[src/rtl/vram_port_arbiter_pkg.sv]
// rtl/vram_port_arbiter_pkg.sv - shared VRAM geometry, FSM states and address helper
package vram_port_arbiter_pkg;

  localparam int VRAM_W  = 80;
  localparam int VRAM_H  = 60;
  localparam int VRAM_AW = 13;
  localparam int COLOR_W = 3;
  localparam int COORD_W = 16;
  localparam int ENTRY_W = VRAM_AW + COLOR_W;

  typedef enum logic [1:0] {
    ST_IDLE = 2'd0,
    ST_RD   = 2'd1,
    ST_WR   = 2'd2
  } state_t;

  // y*80 + x built from shifts; callers only pass in-range coordinates
  function automatic logic [VRAM_AW-1:0] pixel_addr(input logic [VRAM_AW-1:0] x,
                                                    input logic [VRAM_AW-1:0] y);
    return (y << 6) + (y << 4) + x;
  endfunction

endpackage

[src/rtl/vram_port_arbiter_if.sv]
// rtl/vram_port_arbiter_if.sv - CPU write, VGA read and VRAM port signal bundle
interface vram_port_arbiter_if;
  import vram_port_arbiter_pkg::*;

  logic               wr_req;
  logic [COORD_W-1:0] wr_x;
  logic [COORD_W-1:0] wr_y;
  logic [COLOR_W-1:0] wr_color;
  logic               wr_full;
  logic               dropped;
  logic               rd_req;
  logic [6:0]         rd_x;
  logic [5:0]         rd_y;
  logic [COLOR_W-1:0] rd_data;
  logic               rd_valid;
  logic [VRAM_AW-1:0] vram_addr;
  logic               vram_we;
  logic [COLOR_W-1:0] vram_wdata;
  logic [COLOR_W-1:0] vram_rdata;
  logic               starve;

  modport master (
    output wr_req, wr_x, wr_y, wr_color, rd_req, rd_x, rd_y, vram_rdata,
    input  wr_full, dropped, rd_data, rd_valid, vram_addr, vram_we, vram_wdata, starve
  );

  modport slave (
    input  wr_req, wr_x, wr_y, wr_color, rd_req, rd_x, rd_y, vram_rdata,
    output wr_full, dropped, rd_data, rd_valid, vram_addr, vram_we, vram_wdata, starve
  );

endinterface

[src/rtl/vram_wr_fifo.sv]
// rtl/vram_wr_fifo.sv - synchronous CPU write buffer, no pass-through when full
module vram_wr_fifo #(
  parameter int DEPTH = 4,
  parameter int WIDTH = 16
) (
  input  logic                     clk,
  input  logic                     resetn,
  input  logic                     push,
  input  logic [WIDTH-1:0]         push_data,
  input  logic                     pop,
  output logic [WIDTH-1:0]         head,
  output logic                     full,
  output logic                     empty,
  output logic [$clog2(DEPTH):0]   count
);

  localparam int PW = $clog2(DEPTH);

  logic [WIDTH-1:0] mem [DEPTH];
  logic [PW-1:0]    wr_ptr;
  logic [PW-1:0]    rd_ptr;
  logic [PW:0]      cnt;
  logic             do_push;
  logic             do_pop;

  // a push is refused while full even if the head pops this cycle
  assign do_push = push && !full;
  assign do_pop  = pop && !empty;
  assign full    = (cnt == (PW+1)'(DEPTH));
  assign empty   = (cnt == '0);
  assign count   = cnt;
  assign head    = mem[rd_ptr];

  // storage array, written only on an accepted push
  always_ff @(posedge clk) begin
    if (do_push) mem[wr_ptr] <= push_data;
  end

  // pointers wrap naturally at the power-of-two depth; occupancy tracks push minus pop
  always_ff @(posedge clk) begin
    if (!resetn) begin
      wr_ptr <= '0;
      rd_ptr <= '0;
      cnt    <= '0;
    end else begin
      if (do_push) wr_ptr <= wr_ptr + 1'b1;
      if (do_pop)  rd_ptr <= rd_ptr + 1'b1;
      case ({do_push, do_pop})
        2'b10:   cnt <= cnt + 1'b1;
        2'b01:   cnt <= cnt - 1'b1;
        default: cnt <= cnt;
      endcase
    end
  end

endmodule

[src/rtl/vram_port_arbiter.sv]
// rtl/vram_port_arbiter.sv - single-port VRAM sharing, VGA reads win over buffered CPU writes
module vram_port_arbiter
  import vram_port_arbiter_pkg::*;
#(
  parameter int FIFO_DEPTH = 4,
  parameter int STARVE_MAX = 255
) (
  input  logic                clk,
  input  logic                resetn,
  vram_port_arbiter_if.slave  bus
);

  localparam int CW = $clog2(FIFO_DEPTH);
  localparam int SW = $clog2(STARVE_MAX + 1);

  state_t             state;
  state_t             next_state;
  logic               in_range;
  logic               accept;
  logic               push;
  logic [ENTRY_W-1:0] push_data;
  logic [ENTRY_W-1:0] head;
  logic               fifo_full;
  logic               fifo_empty;
  logic [CW:0]        fifo_count;
  logic               avail;
  logic [VRAM_AW-1:0] rd_addr_q;
  logic [VRAM_AW-1:0] addr_q;
  logic               we_q;
  logic [COLOR_W-1:0] wdata_q;
  logic               rd_issued;
  logic               rd_valid_q;
  logic               dropped_q;
  logic [SW-1:0]      starve_cnt;

  assign in_range  = (bus.wr_x < COORD_W'(VRAM_W)) && (bus.wr_y < COORD_W'(VRAM_H));
  assign accept    = bus.wr_req && !fifo_full;
  assign push      = accept && in_range;
  assign push_data = {pixel_addr(bus.wr_x[VRAM_AW-1:0], bus.wr_y[VRAM_AW-1:0]), bus.wr_color};

  vram_wr_fifo #(.DEPTH(FIFO_DEPTH), .WIDTH(ENTRY_W)) u_fifo (
    .clk       (clk),
    .resetn    (resetn),
    .push      (push),
    .push_data (push_data),
    .pop       (state == ST_WR),
    .head      (head),
    .full      (fifo_full),
    .empty     (fifo_empty),
    .count     (fifo_count)
  );

  // entries still waiting once the head being written this cycle is gone
  assign avail = (state == ST_WR) ? (fifo_count > (CW+1)'(1)) : !fifo_empty;

  // state register: the state names what the VRAM port does next cycle
  always_ff @(posedge clk) begin
    if (!resetn) state <= ST_IDLE;
    else         state <= next_state;
  end

  // grant decision is the same from every state: VGA read first, then drain the buffer
  always_comb begin
    next_state = ST_IDLE;
    if (bus.rd_req)  next_state = ST_RD;
    else if (avail)  next_state = ST_WR;
  end

  // registered VRAM port plus read-valid and drop pulses
  always_ff @(posedge clk) begin
    if (!resetn) begin
      rd_addr_q  <= '0;
      addr_q     <= '0;
      we_q       <= 1'b0;
      wdata_q    <= '0;
      rd_issued  <= 1'b0;
      rd_valid_q <= 1'b0;
      dropped_q  <= 1'b0;
    end else begin
      we_q       <= 1'b0;
      rd_issued  <= 1'b0;
      rd_valid_q <= rd_issued;
      dropped_q  <= accept && !in_range;
      if (bus.rd_req) rd_addr_q <= pixel_addr({6'b0, bus.rd_x}, {7'b0, bus.rd_y});
      case (state)
        ST_RD: begin
          addr_q    <= rd_addr_q;
          rd_issued <= 1'b1;
        end
        ST_WR: begin
          addr_q  <= head[ENTRY_W-1:COLOR_W];
          wdata_q <= head[COLOR_W-1:0];
          we_q    <= 1'b1;
        end
        default: ;
      endcase
    end
  end

  // starvation: count read grants while writes wait, clear on a write grant or nothing waiting
  always_ff @(posedge clk) begin
    if (!resetn) begin
      starve_cnt <= '0;
    end else if (!avail || next_state == ST_WR) begin
      starve_cnt <= '0;
    end else if (next_state == ST_RD && starve_cnt != SW'(STARVE_MAX)) begin
      starve_cnt <= starve_cnt + 1'b1;
    end
  end

  assign bus.wr_full    = fifo_full;
  assign bus.dropped    = dropped_q;
  assign bus.vram_addr  = addr_q;
  assign bus.vram_we    = we_q;
  assign bus.vram_wdata = wdata_q;
  assign bus.rd_valid   = rd_valid_q;
  assign bus.rd_data    = rd_valid_q ? bus.vram_rdata : '0;
  assign bus.starve     = (starve_cnt == SW'(STARVE_MAX));

endmodule

[src/flat_wrapper.sv]
// flat-port wrapper written by rule: the top's interface ports become plain ports
module vram_port_arbiter_flat import vram_port_arbiter_pkg::*;
#(
  parameter int FIFO_DEPTH = 4,
  parameter int STARVE_MAX = 255
)
  (clk, resetn, bus_wr_req, bus_wr_x, bus_wr_y, bus_wr_color, bus_rd_req, bus_rd_x, bus_rd_y, bus_vram_rdata, bus_wr_full, bus_dropped, bus_rd_data, bus_rd_valid, bus_vram_addr, bus_vram_we, bus_vram_wdata, bus_starve);
  vram_port_arbiter_if bus_i ();
  input  logic clk;
  input  logic resetn;
  input wire logic [$bits(bus_i.wr_req)-1:0] bus_wr_req;
  input wire logic [$bits(bus_i.wr_x)-1:0] bus_wr_x;
  input wire logic [$bits(bus_i.wr_y)-1:0] bus_wr_y;
  input wire logic [$bits(bus_i.wr_color)-1:0] bus_wr_color;
  input wire logic [$bits(bus_i.rd_req)-1:0] bus_rd_req;
  input wire logic [$bits(bus_i.rd_x)-1:0] bus_rd_x;
  input wire logic [$bits(bus_i.rd_y)-1:0] bus_rd_y;
  input wire logic [$bits(bus_i.vram_rdata)-1:0] bus_vram_rdata;
  output wire logic [$bits(bus_i.wr_full)-1:0] bus_wr_full;
  output wire logic [$bits(bus_i.dropped)-1:0] bus_dropped;
  output wire logic [$bits(bus_i.rd_data)-1:0] bus_rd_data;
  output wire logic [$bits(bus_i.rd_valid)-1:0] bus_rd_valid;
  output wire logic [$bits(bus_i.vram_addr)-1:0] bus_vram_addr;
  output wire logic [$bits(bus_i.vram_we)-1:0] bus_vram_we;
  output wire logic [$bits(bus_i.vram_wdata)-1:0] bus_vram_wdata;
  output wire logic [$bits(bus_i.starve)-1:0] bus_starve;
  assign bus_i.wr_req = bus_wr_req;
  assign bus_i.wr_x = bus_wr_x;
  assign bus_i.wr_y = bus_wr_y;
  assign bus_i.wr_color = bus_wr_color;
  assign bus_i.rd_req = bus_rd_req;
  assign bus_i.rd_x = bus_rd_x;
  assign bus_i.rd_y = bus_rd_y;
  assign bus_i.vram_rdata = bus_vram_rdata;
  assign bus_wr_full = bus_i.wr_full;
  assign bus_dropped = bus_i.dropped;
  assign bus_rd_data = bus_i.rd_data;
  assign bus_rd_valid = bus_i.rd_valid;
  assign bus_vram_addr = bus_i.vram_addr;
  assign bus_vram_we = bus_i.vram_we;
  assign bus_vram_wdata = bus_i.vram_wdata;
  assign bus_starve = bus_i.starve;
  vram_port_arbiter #(.FIFO_DEPTH(FIFO_DEPTH), .STARVE_MAX(STARVE_MAX)) u_core (.clk(clk), .resetn(resetn), .bus(bus_i));
endmodule
[config.mk]
export PLATFORM = sky130hd
export DESIGN_NAME = vram_port_arbiter_flat
export DESIGN_NICKNAME = d
export VERILOG_FILES = /design/src/rtl/vram_port_arbiter_pkg.sv /design/src/rtl/vram_port_arbiter_if.sv /design/src/rtl/vram_wr_fifo.sv /design/src/rtl/vram_port_arbiter.sv /design/src/flat_wrapper.sv
export SDC_FILE = /design/constraint.sdc
export NUM_CORES = 1
export LEC_CHECK = 0
export ABC_AREA = 1
export CAP_MARGIN = 0
export CELL_PAD_IN_SITES_DETAIL_PLACEMENT = 0
export CELL_PAD_IN_SITES_GLOBAL_PLACEMENT = 1
export CORE_AREA = 2 2 118 120
export CTS_CLUSTER_DIAMETER = 40
export DETAILED_ROUTE_END_ITERATION = 16
export DIE_AREA = 0 0 120 122
export GPL_ROUTABILITY_DRIVEN = 0
export PLACE_DENSITY_LB_ADDON = 0.05
export SLEW_MARGIN = 20
export SYNTH_ARGS = -nofsm -noshare
export SYNTH_HDL_FRONTEND = slang
export SYNTH_SLANG_ARGS = --single-unit
[constraint.sdc]
create_clock -name clk -period 2.8 [get_ports clk]
set_input_delay 0.7 -clock clk [delete_from_list [all_inputs] [get_ports clk]]
set_output_delay 0.7 -clock clk [all_outputs]
set_load 0.005 [all_outputs]
# Yosys cells after proc, flatten, opt, wreduce, memory -nomap -nowiden
# Memory sizes are Yosys's and may differ from the RTL's. A register that Yosys moved wholly into a read port is not among the register bits.
# Index checks and enable logic that the tools add are counted.
# word_totals
wordCells	63
reg_bits	50
output_inout_bits	24
rom_bits	0
latch_bits	0
ram_bits	64
n_memories	1
# memory_table
memory	words	word_bits	read_ports	rd_clocked_by_memory_dff	write_ports	line	rtl
u_core.u_fifo.mem	4	16	1	1	1	vram_wr_fifo.sv:19	logic [WIDTH-1:0] mem [DEPTH];
# classes
n_div	0
eq_ne	9
order_cmp	3
bitwise	1
reduce_logical	16
n_shift	0
multipliers	0
n_addsub	9
mux	12
# ops
cell	count
13-bit adder	2
13-bit one-hot mux with 2 select lines	1
16-bit by 6-bit less-than comparator with 1-bit output (second input constant)	1
16-bit by 7-bit less-than comparator with 1-bit output (second input constant)	1
12-bit by 10-bit adder with 13-bit output	1
13-bit by 7-bit adder with 13-bit output	1
8-bit by 1-bit adder with 8-bit output (second input constant)	1
8-bit == test (second input constant)	1
2-bit 2-to-1 mux	4
8-bit inequality test (second input constant)	1
1-bit logical AND	7
2-bit by 1-bit == test with 1-bit output (second input constant)	3
2-bit == test (second input constant)	3
3-bit one-hot mux with 2 select lines	1
1-bit 2-to-1 mux	5
2-bit by 1-bit adder with 2-bit output (second input constant)	2
1-bit logical NOT	4
2-bit nonzero test	2
3-bit by 1-bit adder with 3-bit output (second input constant)	1
3-bit == test (second input constant)	1
3-bit by 1-bit greater-than comparator with 1-bit output (second input constant)	1
3-bit logical NOT	1
3-bit 2-to-1 mux	1
3-bit by 1-bit subtractor with 3-bit output (second input constant)	1
3 further kinds	3

# Depth between registers and ports, before layout
# Gate-level depths: netlist of the first run.
# depth
word_depth	8
depth_mapped	12
depth_no_buf	12

# By module
# From an unflattened synthesis of the first run, not the netlist that was laid out.
# unflattened
cells_unflattened	651
area_unflattened_um2	5768.0
# by_module_without_submodules
module	area_per_inst_um2	n_inst	cells_each	seq_area_each_um2
vram_port_arbiter	2919.0	1	427	860.8
vram_wr_fifo	2849.0	1	224	2102.0

# Worst setup path after synthesis of the first run
# No wires, ideal clock.
# synth_path
path_kind	input to register
start	input port bus_rd_y[0]
end	register u_core.rd_addr_q[11]
slack_ns	0.383
setup_ns	0.126
n_path_buf	0
t_arrival_ns	2.291
cell_stages	9
cell_sequence	fa_1 -> inv_1 -> fa_1 -> inv_1 -> nand2_1 -> a21oi_1 -> inv_1 -> o211ai_1 -> nand3_1
# synth_between
elab_chain_len	2
# synth_rtl
element	line	rtl
start: declaration	flat_wrapper.sv:17	input wire logic [$bits(bus_i.rd_y)-1:0] bus_rd_y;
12-bit by 10-bit adder with 13-bit output	vram_port_arbiter_pkg.sv:20	return (y << 6) + (y << 4) + x;
13-bit by 7-bit adder with 13-bit output	vram_port_arbiter_pkg.sv:20	
end signal: assignment	vram_port_arbiter.sv:84	if (bus.rd_req) rd_addr_q <= pixel_addr({6'b0, bus.rd_x}, {7'b0, bus.rd_y});
end: declaration	vram_port_arbiter.sv:27	logic [VRAM_AW-1:0] rd_addr_q;
# Every way passes these cells.
# A chain may end at the register's enable or synchronous reset.

# Worst setup path after layout of the first run
# layout_path
start	register u_core.starve_cnt[0]
end	output port bus_starve
# layout_between
elab_chain_len	1
# layout_rtl
element	line	rtl
start: declaration	vram_port_arbiter.sv:34	logic [SW-1:0] starve_cnt;
start signal: assignment	vram_port_arbiter.sv:107	starve_cnt <= starve_cnt + 1'b1;
8-bit == test	vram_port_arbiter.sv:118	assign bus.starve = (starve_cnt == SW'(STARVE_MAX));
end: declaration	flat_wrapper.sv:26	output wire logic [$bits(bus_i.starve)-1:0] bus_starve;
# Every way passes these cells.

==> results of run 1 <==
registers in the layout (all words and copies together), names as in the netlist, named ones only:
name and cells:
u_core.bus.dropped 1, u_core.bus.rd_valid 1, u_core.bus.vram_addr 13, u_core.bus.vram_wdata 3
u_core.bus.vram_we 1, u_core.rd_addr_q 13, u_core.rd_issued 1, u_core.starve_cnt 8
u_core.state 2, u_core.u_fifo.count 3, u_core.u_fifo.mem 64, u_core.u_fifo.rd_ptr 2
u_core.u_fifo.wr_ptr 2
routing by layer:
metal	share of wire [%]	routed length (microns)	track usage, %	up-vias
met1	45	5414	21.55	1975
met5	0	0	0	-
met3	4.2	504	4.120	20
met4	1.7	201	6.618	0
met2	50	6011	30.15	82
li1	-	-	-	2128
where the power goes:
| part | internal, mW | switching (mW) | total (mW) |
|---|---|---|---|
| clock network | 1.39 | 0.762 | 2.15 |
| registers | 1.88 | 0.0171 | 1.89 |
| logic | 0.249 | 0.250 | 0.498 |
critical path, stage by stage (launching register included):
cell             delay (ns)
dfxtp_1                0.40
ha_1                   0.24
nand3_1                0.09
nor2_1                 0.15
nand2_1                0.13
inv_1                  0.07
clkdlybuf4s50_1        0.49
final timing paths:
path              slack, ns            startpoint                     end
hold reg to reg        0.41      u_core.rd_issued     u_core.bus.rd_valid
setup reg to reg       0.50       u_core.state[0]  u_core.u_fifo.count[2]
hold / removal         0.41      u_core.rd_issued     u_core.bus.rd_valid
setup / recovery       0.13  u_core.starve_cnt[0]              bus_starve
Yosys cell counts, types with 2 or more instances:
| cell | instances |
|---|---|
| nand2_1 | 79 |
| nor2_1 | 72 |
| edfxtp_1 | 64 |
| dfxtp_1 | 52 |
| inv_1 | 50 |
| a21oi_1 | 38 |
| o21ai_0 | 35 |
| ha_1 | 32 |
| o21ai_1 | 26 |
| o22ai_1 | 16 |
| nand3_1 | 14 |
| xor2_1 | 12 |
| fa_1 | 9 |
| buf_2 | 8 |
| a22o_1 | 6 |
| inv_2 | 6 |
| a21oi_2 | 5 |
| xnor2_1 | 5 |
| clkbuf_1 | 4 |
| nor3_1 | 4 |
| a31oi_1 | 3 |
| buf_4 | 3 |
| nor2_2 | 3 |
| inv_4 | 2 |
| nand2_4 | 2 |
area by class of cell:
cell class,instances,share of cell area [%]
timing repair buffer,107,13.94
clock inverter,13,2.225
multi-input combinational,371,30.91
clock buffer,18,5.916
tap,180,3.105
inverter,58,3.070
sequential,116,40.84
stage by stage:
stage	hold slack, ns	utilization [%]	area [sq um]
6_report	0.4075	53.72	7254
5_1_grt	0.4401	53.72	7254
4_1_cts	0.4070	53.69	7251
3_3_place_gp	0.4060	49.32	6660
3_5_place_dp	0.3947	49.32	6660
2_1_floorplan	0.3905	-	5513
what timing repair did:
action                                  CTS  global route
resized for setup                         0             1
endpoints found under the setup margin    0             1
setup buffers                             0             0
cell families (layout without fill, tap and decap cells):
kind of cell / Yosys count / after routing
xor gates and xnor gates: 17 / 17
adders and majority gates: 41 / 41
DFF: 116 / 116
AOI/OAI and AO/OA: 134 / 134
buffers and inverters: 74 / 196
and+or+nand+nor: 179 / 179
==> impl_metrics.yaml, run 1 <==
global_route:
  track_usage_pct: 17.57
  grt_pass1_vias: 4034
  antenna_found_initial: 0
  grt_max_degree: 33
  grt_pass1_wl_microns: 19650
  grt_overflow: 0
timing:
  finalSetupTns_ns: 0
  finalHoldViolations: 0
  period_needed_ns: 2.671
  slew_violations: 0
  finalCritPeriodShare_pct: 95.39
  max_freq_mhz: 374.4
  rsz0062_at_grt: "no"
  worst_slack_ns: 0.1291
  slew_headroom_pct: 50.90
  setup_viol: 0
  worstMarginPinSlew_ns: 0.7366
  fin_worst_skew_ns: 0.007093
floorplanning:
  rows: 43
  coreArea_sq_mm: 0.01350
  io_pins: 79
  start_util_pct: 40.82
  die_h_microns: 122
  die-area_sq_mm: 0.01464
  die_x_microns: 120
power:
  p_total_mw: 4.544
  total_leakage_power_nw: 2.930
  powerDensity_mw_per_mm2: 626.3
  ir_worst_vdd_v: 0.0004776
worst_setup_path:
  critical_path_required_ns: 2.10
  start_kind: "flop"
  critical_path.endpoint_type: "output pin"
  crit_fanout: 4
  crit_type: "flop to output pin"
  cp_data_arrival_time_ns: 1.97
  r2r.worst_path.cells: 9
synthesis:
  synthFlopType: "edfxtp_1"
  synth_compound_area_share_pct: 13.75
  synth_top_area_cell: "edfxtp_1"
  synth.net_count: 657
  synth_top_family_by_area: "compound AO/OA/AOI/OAI gates"
  synth-simple-area-share_pct: 13.62
  muxShareOfSynthArea_pct: 0
  syn_area_sq_mm: 0.005513
  yosys_warnings: 0
  synthAdderAreaFrac_pct: 10.53
  synth_top_area_share_pct: 34.86
  postSynthCellCount: 561
  yosysSeqAreaShare_pct: 53.74
  synth_edf_count: 64
  ys_types: 36
  ys_async_sr_fraction_pct: 0
  synthTopCellsByArea: "edfxtp_1 (35%), dfxtp_1 (19%), ha_1 (7.3%)"
  avgSynthCellArea_sq_um: 9.827
  synth-seq-cells: 116
  synth_xor_area_share_pct: 2.701
routing:
  drtIter0Drc: 282
  wl_per_cell_microns: 14.06
  ant_nets: 0
  wl_microns: 12130
  dr.pass1.iters: 4
  drcViolationCount: 0
  vias_per_cell: 4.873
  vias: 4205
final_layout:
  drive_gt1_share_pct: 12.01
  multiInputGateArea_sq_mm: 0.002242
  synthToLayoutAreaGrowth_pct: 31.59
  fillerInstances: 1214
  seqCellArea_sq_mm: 0.002963
  final_cell_mix: "nand2_1 (79), clkdlybuf4s50_1 (78), nor2_1 (72)"
  final_common_cell: "nand2_1"
  finalNonFillerCells: 863
  num_antenna_cells: 0
  num-nets-final: 767
clocking:
  cts_root_buf: "clkbuf_16"
  clock_path_buffers: 2
  numCtsBuffers: 17
  clock-sinks: 116
  clock_latency_ns: 0.41
  cts_tree: "yes"
  ctsHoldBuffers: 0
  cts_max_level: 4
  clk_pin_slew_ns: 0.05
run:
  maxCapViolCount: 0
status:
  outcome: "finished, final reports clean"
worst_hold_path:
  holdPathStages: 2
  holdCritPathClass: "flop to flop"
place:
  hpwlAfterDp_microns: 8855
  place_inst: 832
  place.port_buffers: 78
  pre_cts_slack_ns: -0.2504
Power figures use the tool's default switching activity.
==> inputs of run 2 (changes only) <==
--- a/config.mk
+++ b/config.mk
@@ -6,6 +6,7 @@
 export NUM_CORES = 1
 export LEC_CHECK = 0
 export ABC_AREA = 1
+export ABC_CLOCK_PERIOD_IN_PS = 2800
 export CAP_MARGIN = 0
 export CELL_PAD_IN_SITES_DETAIL_PLACEMENT = 0
 export CELL_PAD_IN_SITES_GLOBAL_PLACEMENT = 1
==> results of run 2 <==
Same layout as run 1: the final DEF is identical, and so are final timing and power.
==> inputs of run 3 (changes only) <==
--- a/config.mk
+++ b/config.mk
@@ -20,3 +20,4 @@
 export SYNTH_ARGS = -nofsm -noshare
 export SYNTH_HDL_FRONTEND = slang
 export SYNTH_SLANG_ARGS = --single-unit
+export TNS_END_PERCENT = 50
==> results of run 3 <==
Same layout as run 1: the final DEF is identical, and so are final timing and power.
